`config.mk`:
```
export PLATFORM = sky130hd
export DESIGN_NAME = multicycle_control
export DESIGN_NICKNAME = d
export VERILOG_FILES = /design/src/rtl/multicycle_control_pkg.sv /design/src/rtl/multicycle_control_insn_decode.sv /design/src/rtl/multicycle_control.sv
export SDC_FILE = /design/constraint.sdc
export NUM_CORES = 1
export LEC_CHECK = 0
export ABC_AREA = 1
export CAP_MARGIN = 20
export CORE_UTILIZATION = 45
export DETAILED_ROUTE_END_ITERATION = 8
export PLACE_DENSITY = 0.72
export SYNTH_ARGS = -nofsm -noshare
export SYNTH_HDL_FRONTEND = slang
export SYNTH_SLANG_ARGS = --single-unit
```
`constraint.sdc`:
```
create_clock -name CLK -period 2.4 [get_ports CLK]
set_input_delay 0.48 -clock CLK [delete_from_list [all_inputs] [get_ports CLK]]
set_output_delay 0.48 -clock CLK [all_outputs]
set_load 0.05 [all_outputs]
```
`src/rtl/multicycle_control_pkg.sv`:
```
// Shared definitions for the LEGv8 multicycle sequencer: state encodings,
// instruction classes, ALU/sign-extend codes, opcode match patterns and the
// per-instruction control word.
package multicycle_control_pkg;

  typedef enum logic [2:0] {
    ST_FETCH  = 3'd0,
    ST_DECODE = 3'd1,
    ST_EXEC   = 3'd2,
    ST_MEM    = 3'd3,
    ST_WB     = 3'd4,
    ST_HALT   = 3'd7
  } state_t;

  typedef enum logic [2:0] {
    CLS_ALU  = 3'd0,
    CLS_LDUR = 3'd1,
    CLS_STUR = 3'd2,
    CLS_CBZ  = 3'd3,
    CLS_B    = 3'd4
  } insn_class_t;

  localparam logic [3:0] ALU_AND   = 4'b0000;
  localparam logic [3:0] ALU_ORR   = 4'b0001;
  localparam logic [3:0] ALU_ADD   = 4'b0010;
  localparam logic [3:0] ALU_MOVZ  = 4'b0011;
  localparam logic [3:0] ALU_SUB   = 4'b0110;
  localparam logic [3:0] ALU_PASSB = 4'b0111;

  localparam logic [2:0] SGN_I  = 3'b000;  // ALU immediate
  localparam logic [2:0] SGN_D  = 3'b001;  // load/store offset
  localparam logic [2:0] SGN_CB = 3'b010;  // conditional branch offset
  localparam logic [2:0] SGN_B  = 3'b011;  // unconditional branch offset
  localparam logic [2:0] SGN_IW = 3'b100;  // MOVZ wide immediate

  typedef struct packed {
    logic        reg2loc;
    logic        alusrc;
    logic        mem2reg;
    logic [3:0]  aluop;
    logic [2:0]  signop;
    insn_class_t cls;
  } ctrl_word_t;

  // Opcode patterns as value/mask pairs; a cleared mask bit is a don't-care.
  localparam logic [10:0] OP_LDUR_V   = 11'b11111000010, OP_LDUR_M   = 11'b11111111111;
  localparam logic [10:0] OP_STUR_V   = 11'b11111000000, OP_STUR_M   = 11'b11111111111;
  localparam logic [10:0] OP_ADDREG_V = 11'b10001011000, OP_ADDREG_M = 11'b11111111111;
  localparam logic [10:0] OP_ADDIMM_V = 11'b10010001000, OP_ADDIMM_M = 11'b11111111110;
  localparam logic [10:0] OP_SUBREG_V = 11'b11001011000, OP_SUBREG_M = 11'b11111111111;
  localparam logic [10:0] OP_SUBIMM_V = 11'b11010001000, OP_SUBIMM_M = 11'b11111111110;
  localparam logic [10:0] OP_ANDREG_V = 11'b10001010000, OP_ANDREG_M = 11'b11111111111;
  localparam logic [10:0] OP_ORRREG_V = 11'b10101010000, OP_ORRREG_M = 11'b11111111111;
  localparam logic [10:0] OP_CBZ_V    = 11'b10110100000, OP_CBZ_M    = 11'b11111111000;
  localparam logic [10:0] OP_B_V      = 11'b00010100000, OP_B_M      = 11'b11111100000;
  localparam logic [10:0] OP_MOVZ_V   = 11'b11010010100, OP_MOVZ_M   = 11'b11111111100;

  function automatic logic op_match(input logic [10:0] op,
                                    input logic [10:0] val,
                                    input logic [10:0] mask);
    return (op & mask) == val;
  endfunction

endpackage

```
`src/rtl/multicycle_control_insn_decode.sv`:
```
// Combinational opcode decoder.
//   opcode : IR[31:21]
//   ctrl   : control word for the matched instruction ('0 when unmatched)
//   valid  : 1 when the opcode matched a supported instruction
module insn_decode
  import multicycle_control_pkg::*;
(
  input  logic [10:0] opcode,
  output ctrl_word_t  ctrl,
  output logic        valid
);

  // if/else chain keeps first-match priority in the listed order.
  always_comb begin
    ctrl  = '0;
    valid = 1'b1;
    if (op_match(opcode, OP_LDUR_V, OP_LDUR_M)) begin
      ctrl.aluop = ALU_ADD; ctrl.signop = SGN_D; ctrl.alusrc = 1'b1;
      ctrl.mem2reg = 1'b1; ctrl.cls = CLS_LDUR;
    end else if (op_match(opcode, OP_STUR_V, OP_STUR_M)) begin
      ctrl.aluop = ALU_ADD; ctrl.signop = SGN_D; ctrl.alusrc = 1'b1;
      ctrl.reg2loc = 1'b1; ctrl.cls = CLS_STUR;
    end else if (op_match(opcode, OP_ADDREG_V, OP_ADDREG_M)) begin
      ctrl.aluop = ALU_ADD;
    end else if (op_match(opcode, OP_ADDIMM_V, OP_ADDIMM_M)) begin
      ctrl.aluop = ALU_ADD; ctrl.alusrc = 1'b1; ctrl.signop = SGN_I;
    end else if (op_match(opcode, OP_SUBREG_V, OP_SUBREG_M)) begin
      ctrl.aluop = ALU_SUB;
    end else if (op_match(opcode, OP_SUBIMM_V, OP_SUBIMM_M)) begin
      ctrl.aluop = ALU_SUB; ctrl.alusrc = 1'b1; ctrl.signop = SGN_I;
    end else if (op_match(opcode, OP_ANDREG_V, OP_ANDREG_M)) begin
      ctrl.aluop = ALU_AND;
    end else if (op_match(opcode, OP_ORRREG_V, OP_ORRREG_M)) begin
      ctrl.aluop = ALU_ORR;
    end else if (op_match(opcode, OP_CBZ_V, OP_CBZ_M)) begin
      ctrl.aluop = ALU_PASSB; ctrl.signop = SGN_CB; ctrl.reg2loc = 1'b1;
      ctrl.cls = CLS_CBZ;
    end else if (op_match(opcode, OP_B_V, OP_B_M)) begin
      ctrl.signop = SGN_B; ctrl.cls = CLS_B;
    end else if (op_match(opcode, OP_MOVZ_V, OP_MOVZ_M)) begin
      ctrl.aluop = ALU_MOVZ; ctrl.signop = SGN_IW; ctrl.alusrc = 1'b1;
    end else begin
      valid = 1'b0;
    end
  end

endmodule

```
`src/rtl/multicycle_control.sv`:
```
// LEGv8 multicycle sequencer. Steps each instruction through
// FETCH/DECODE/EXEC/MEM/WB, handshaking with slow instruction/data memories.
//   CLK, resetl            : clock, async active-low reset
//   opcode, zero           : IR[31:21] and ALU zero flag
//   imem_ready, dmem_ready : memory completion handshakes
//   imem_req, dmem_req     : memory requests
//   irwrite, pcwrite, pc_src, instr_done : IR/PC control and retire pulse
//   reg2loc..memwrite, aluop, signop     : datapath control word
//   halted, state          : sticky fault indicator and debug state
module multicycle_control
  import multicycle_control_pkg::*;
#(
  parameter int unsigned WAIT_W = 8
) (
  input  logic        CLK,
  input  logic        resetl,
  input  logic [10:0] opcode,
  input  logic        zero,
  input  logic        imem_ready,
  input  logic        dmem_ready,
  output logic        imem_req,
  output logic        dmem_req,
  output logic        irwrite,
  output logic        pcwrite,
  output logic        pc_src,
  output logic        reg2loc,
  output logic        alusrc,
  output logic        mem2reg,
  output logic        regwrite,
  output logic        memread,
  output logic        memwrite,
  output logic [3:0]  aluop,
  output logic [2:0]  signop,
  output logic        instr_done,
  output logic        halted,
  output logic [2:0]  state
);

  // Timeout fires on the cycle that would carry the counter to all-ones.
  localparam logic [WAIT_W-1:0] WAIT_LAST = WAIT_W'((2 ** WAIT_W) - 2);

  state_t            state_q;
  logic [WAIT_W-1:0] wait_q;
  ctrl_word_t        ctrl_q;
  ctrl_word_t        dec_ctrl;
  logic              dec_valid;
  logic              wait_last;

  insn_decode u_decode (
    .opcode (opcode),
    .ctrl   (dec_ctrl),
    .valid  (dec_valid)
  );

  assign wait_last = (wait_q == WAIT_LAST);
  assign state     = state_q;

  always_ff @(posedge CLK or negedge resetl) begin
    if (!resetl) begin
      state_q <= ST_FETCH;
      wait_q  <= '0;
      ctrl_q  <= '0;
    end else begin
      case (state_q)
        ST_FETCH: begin
          if (imem_ready) begin
            state_q <= ST_DECODE;
            wait_q  <= '0;
          end else if (wait_last) begin
            state_q <= ST_HALT;
          end else begin
            wait_q <= wait_q + WAIT_W'(1);
          end
        end
        ST_DECODE: begin
          if (dec_valid) begin
            ctrl_q  <= dec_ctrl;
            state_q <= ST_EXEC;
          end else begin
            state_q <= ST_HALT;
          end
        end
        ST_EXEC: begin
          case (ctrl_q.cls)
            CLS_B, CLS_CBZ: begin
              state_q <= ST_FETCH;
              wait_q  <= '0;
              ctrl_q  <= '0;
            end
            CLS_LDUR, CLS_STUR: begin
              state_q <= ST_MEM;
              wait_q  <= '0;
            end
            default: state_q <= ST_WB;
          endcase
        end
        ST_MEM: begin
          if (dmem_ready) begin
            if (ctrl_q.cls == CLS_STUR) begin
              state_q <= ST_FETCH;
              wait_q  <= '0;
              ctrl_q  <= '0;
            end else begin
              state_q <= ST_WB;
            end
          end else if (wait_last) begin
            state_q <= ST_HALT;
          end else begin
            wait_q <= wait_q + WAIT_W'(1);
          end
        end
        ST_WB: begin
          state_q <= ST_FETCH;
          wait_q  <= '0;
          ctrl_q  <= '0;
        end
        default: state_q <= ST_HALT;
      endcase
    end
  end

  // Handshake outputs react to ready within the same cycle; the datapath
  // word comes from the latched control word. Everything is forced low
  // while reset is asserted, including the FETCH request.
  always_comb begin
    imem_req   = 1'b0;
    dmem_req   = 1'b0;
    irwrite    = 1'b0;
    pcwrite    = 1'b0;
    pc_src     = 1'b0;
    reg2loc    = 1'b0;
    alusrc     = 1'b0;
    mem2reg    = 1'b0;
    regwrite   = 1'b0;
    memread    = 1'b0;
    memwrite   = 1'b0;
    aluop      = '0;
    signop     = '0;
    instr_done = 1'b0;
    halted     = 1'b0;
    if (resetl) begin
      if (state_q == ST_EXEC || state_q == ST_MEM || state_q == ST_WB) begin
        reg2loc = ctrl_q.reg2loc;
        alusrc  = ctrl_q.alusrc;
        mem2reg = ctrl_q.mem2reg;
        aluop   = ctrl_q.aluop;
        signop  = ctrl_q.signop;
      end
      case (state_q)
        ST_FETCH: begin
          imem_req = 1'b1;
          irwrite  = imem_ready;
        end
        ST_EXEC: begin
          if (ctrl_q.cls == CLS_B) begin
            pcwrite    = 1'b1;
            pc_src     = 1'b1;
            instr_done = 1'b1;
          end else if (ctrl_q.cls == CLS_CBZ) begin
            pcwrite    = 1'b1;
            pc_src     = zero;
            instr_done = 1'b1;
          end
        end
        ST_MEM: begin
          dmem_req = 1'b1;
          memread  = (ctrl_q.cls == CLS_LDUR);
          memwrite = (ctrl_q.cls == CLS_STUR);
          if (dmem_ready && ctrl_q.cls == CLS_STUR) begin
            pcwrite    = 1'b1;
            instr_done = 1'b1;
          end
        end
        ST_WB: begin
          regwrite   = 1'b1;
          pcwrite    = 1'b1;
          instr_done = 1'b1;
        end
        ST_HALT: halted = 1'b1;
        default: ;
      endcase
    end
  end

endmodule

```
==> flow_summary.ini <==
[status]
status = completed

[timing]
relSlewSlack_pct = 54.63
slew_viol_final = 0
fin_crit_sh_pct = 93.03
layout_min_cycle_time_ns = 2.233
setup_viol = 0
worst_pin_slew_ns = 0.6780
rsz0062_at_grt = no
max_freq_mhz = 447.9
finalClockSkew_ns = 0.004060
finalHoldViolCount = 0

[synth]
yosys.cell_types.count = 32
yosys.area.top_type = dfrtp_1
synth-seq-cells = 22
synth_nets = 295
synthAdderAreaFrac_pct = 1.348
synth_area_per_cell_sq_um = 6.703
syn_inst = 277
synth_top_family_by_area = simple AND/OR/NAND/NOR gates
synthMuxAreaShare_pct = 0
synth.area.top_cells = dfrtp_1 (30%), nand2_1 (9.9%), inv_1 (8.5%)
synth-xor-area-share_pct = 0.4717
synth_compound_area_share_pct = 13.27
synth_top_area_share_pct = 29.65
synth_area_sq_um = 1857
yosysWarnings = 0
synth-seq-area-share_pct = 29.65
synth_simple_gate_area_share_pct = 41.78

[hold_path]
hold_class = flip-flop to flip-flop
holdCritStartpoint = ctrl_q[10]
hold_end = ctrl_q[10]
hold_path_depth = 2

[final_layout]
fin_area_sq_um = 2510
post-route-util_pct = 66.07
drive_above_1_share_pct = 25.00
diodes = 0
syn2layout_area_growth_pct = 35.18
final_nets = 336
fin_cells = 364
nFillCells = 325

[global_routing]
use_met3_pct = 3.448
grt-busiest-layer = met2
met2_usage_pct = 38.27
track_usage_pct = 21.94
grt_pass1_wl_um = 7417
grt_pass1_vias = 1682
grt-ovfl-total = 0
use_met1_pct = 27.41
antenna_found_initial = 0
grt_start_max_net_pins = 22

[power]
clkPwrFrac_pct = 15.0
p_total_mw = 1.537
leakagePower_nw = 1.141
seqPwrFrac_pct = 30.3
combPwrFrac_pct = 54.8
power.switching_uw = 739.1
p_per_area_nw_per_um2 = 612.2
p_int_uw = 797.5
max-vdd-ir-drop_mv = 0.2843
p_sw_share_pct = 48.10

[detailed_routing]
wirelength_um = 4373
via_per_inst = 5.069
avgRoutedWirePerCell_um = 12.01
drt-pass1-iter-count = 4
drc_errors = 0
ant_nets = 0
vias = 1845
first_iter_violations = 128

[die]
die_x_um = 66.24
initial_core_util_pct = 48.88
placementRows = 22
die-height_um = 66.24
die_area_sq_um = 4387
core-area_sq_um = 3799
ioPinCount = 39

[worst_setup_path]
path_cells = inv_1 -> nand2_1 -> nor2_1 -> o21ai_2 -> nor2_1 -> buf_12
timing.rr.end = ctrl_q[8]
cp-start-kind = flip-flop
end_kind = output port
r2r_slack_ns = 0.58
critPathMostFrequentCell = nor2_1
reg2reg_depth = 6
cp.arrival_ns = 1.75
slowest_stage = dfrtp_1
crit_required_ns = 1.92
path_max_fanout = 9
rr_startpoint = state[1]
cpPeakStageDelay_ns = 0.44
path_class = flip-flop to output port

[clock_tree]
h-tree-depth = 1
clk_pin_slew_ns = 0.08
clkLatencyLatePin_ns = 0.26
cts_tree = yes
clk_path_buf_depth = 2
cts.sinks = 22
clock-root-buffer = clkbuf_8
cts_made_buffers = 3
postCtsHoldBufs = 0

[placed_design]
placed_cells = 361
gp_congestion = 0.9609
dpl-instance-area_sq_um = 2465
portBuffers = 37
dp_hpwl_um = 3556

[flow_run]
cap_violations = 0
critical path: cells and delay by family, from the launching register on:
family,cells,cell delay [ns]
buf+inv,2,0.28
flops,1,0.44
simple gates,3,0.58
compound gates,1,0.19
area by class of cell:
class | instances | area (sq um) | share of cell area (%)
Timing Repair Buffer | 41 | 590.6 | 23.53
Sequential cell | 22 | 550.5 | 21.93
Clock buffer | 3 | 41.29 | 1.645
Tap cell | 48 | 60.06 | 2.393
Multi-Input combinational cell | 200 | 1080 | 43.02
Inverter | 50 | 187.7 | 7.478
worst max path at each step:
stage,from,end,slack (ns),cells after the start
after detailed placement,opcode[8],ctrl_q[10],0.12,11
after floorplan,state[2],memread,-0.18,5
after global routing,state[1],signop[0],0.05,6
after global placement,opcode[8],ctrl_q[10],0.11,11
final,state[1],signop[0],0.17,6
after CTS,state[1],reg2loc,0.15,6
layout by cell type, fill, tap and decap left out:
| cell type | synthesis | layout |
|---|---|---|
| ha_1 | 2 | 2 |
| o22ai_1 | 5 | 5 |
| nor3b_2 | 1 | 1 |
| xor2_1 | 1 | 1 |
| buf_4 | 2 | 4 |
| nor2_2 | 4 | 4 |
| nand2_2 | 16 | 16 |
| o21ai_2 | 10 | 11 |
| conb_1 | 1 | 1 |
| inv_2 | 8 | 8 |
| nand4_1 | 5 | 5 |
| nand3_2 | 4 | 4 |
| nor4_2 | 0 | 1 |
| nor2_1 | 39 | 39 |
| o211ai_1 | 1 | 1 |
| inv_1 | 42 | 42 |
| clkbuf_8 | 0 | 3 |
| nor2_4 | 1 | 1 |
| o21ai_0 | 14 | 14 |
| nor3_2 | 1 | 3 |
| dfrtp_1 | 22 | 22 |
| nand3_1 | 20 | 20 |
| nand3_4 | 1 | 1 |
| buf_12 | 2 | 19 |
| clkdlybuf4s50_1 | 0 | 18 |
| nor3_1 | 10 | 8 |
| nand2_4 | 2 | 2 |
| o21ai_1 | 2 | 1 |
| a31oi_1 | 1 | 1 |
| nor4_1 | 3 | 2 |
| a21oi_2 | 1 | 1 |
| or2_1 | 1 | 1 |
| a21oi_1 | 5 | 5 |
| nand2_1 | 49 | 49 |
cell families after synthesis:
family | after synthesis
AO/OA/AOI/OAI | 39
XOR/XNOR | 1
adder cells (fa/ha/maj) | 2
buffers and inverters | 55
flip-flops | 22
other | 1
AND/OR/NAND/NOR | 157
cell usage after synthesis:
library cell  instances
o21ai_2              10
nor3_1               10
a21oi_1               5
or2_1                 1
a31oi_1               1
nor4_1                3
nor2_2                4
buf_4                 2
a21oi_2               1
buf_12                2
nand3_4               1
nor3b_2               1
nand3_2               4
nand4_1               5
dfrtp_1              22
o21ai_0              14
o22ai_1               5
xor2_1                1
nor2_1               39
o211ai_1              1
inv_2                 8
o21ai_1               2
nand2_4               2
inv_1                42
conb_1                1
ha_1                  2
nor3_2                1
nand3_1              20
nor2_4                1
nand2_2              16
clkbuf_1              1
nand2_1              49
metrics by stage:
stage	setup TNS (ns)	hold slack (ns)	setup WS (ns)
6_report	0	0.4866	0.1672
5_1_grt	0	0.5182	0.04807
4_1_cts	0	0.4924	0.1450
3_5_place_dp	0	0.4728	0.1225
3_3_place_gp	0	0.4689	0.1095
2_1_floorplan	-0.3573	0.1844	-0.1787
power groups by stage:
stage                     Combinational (mW)  Clock, mW  Sequential (mW)
after floorplan                        0.611          0            0.537
after global placement                 0.828          0            0.472
after detailed placement               0.838          0            0.472
after CTS                              0.844      0.237            0.464
after global routing                   0.924      0.243            0.472
final                                  0.842      0.230            0.465
sequential cells by signal, summed over array words and instances, names as in the netlist:
register / count
ctrl_q: 11
wait_q: 8
state: 3
what timing repair did:
item / CTS / global route
resized for setup: 1 / 0
buffers inserted: 0 / 0
endpoints found under the hold margin: 0 / 0
endpoints found under the setup margin: 9 / 0
metal layers:
metal  wire (um)  up-vias  part of all wire (%)
met2        2048       62                    47
met1        2037      813                    47
met3         232        6                   5.3
met5           0        -                     0
met4          54        0                   1.2
li1            -      964                     -
Power figures use the tool's default switching activity.
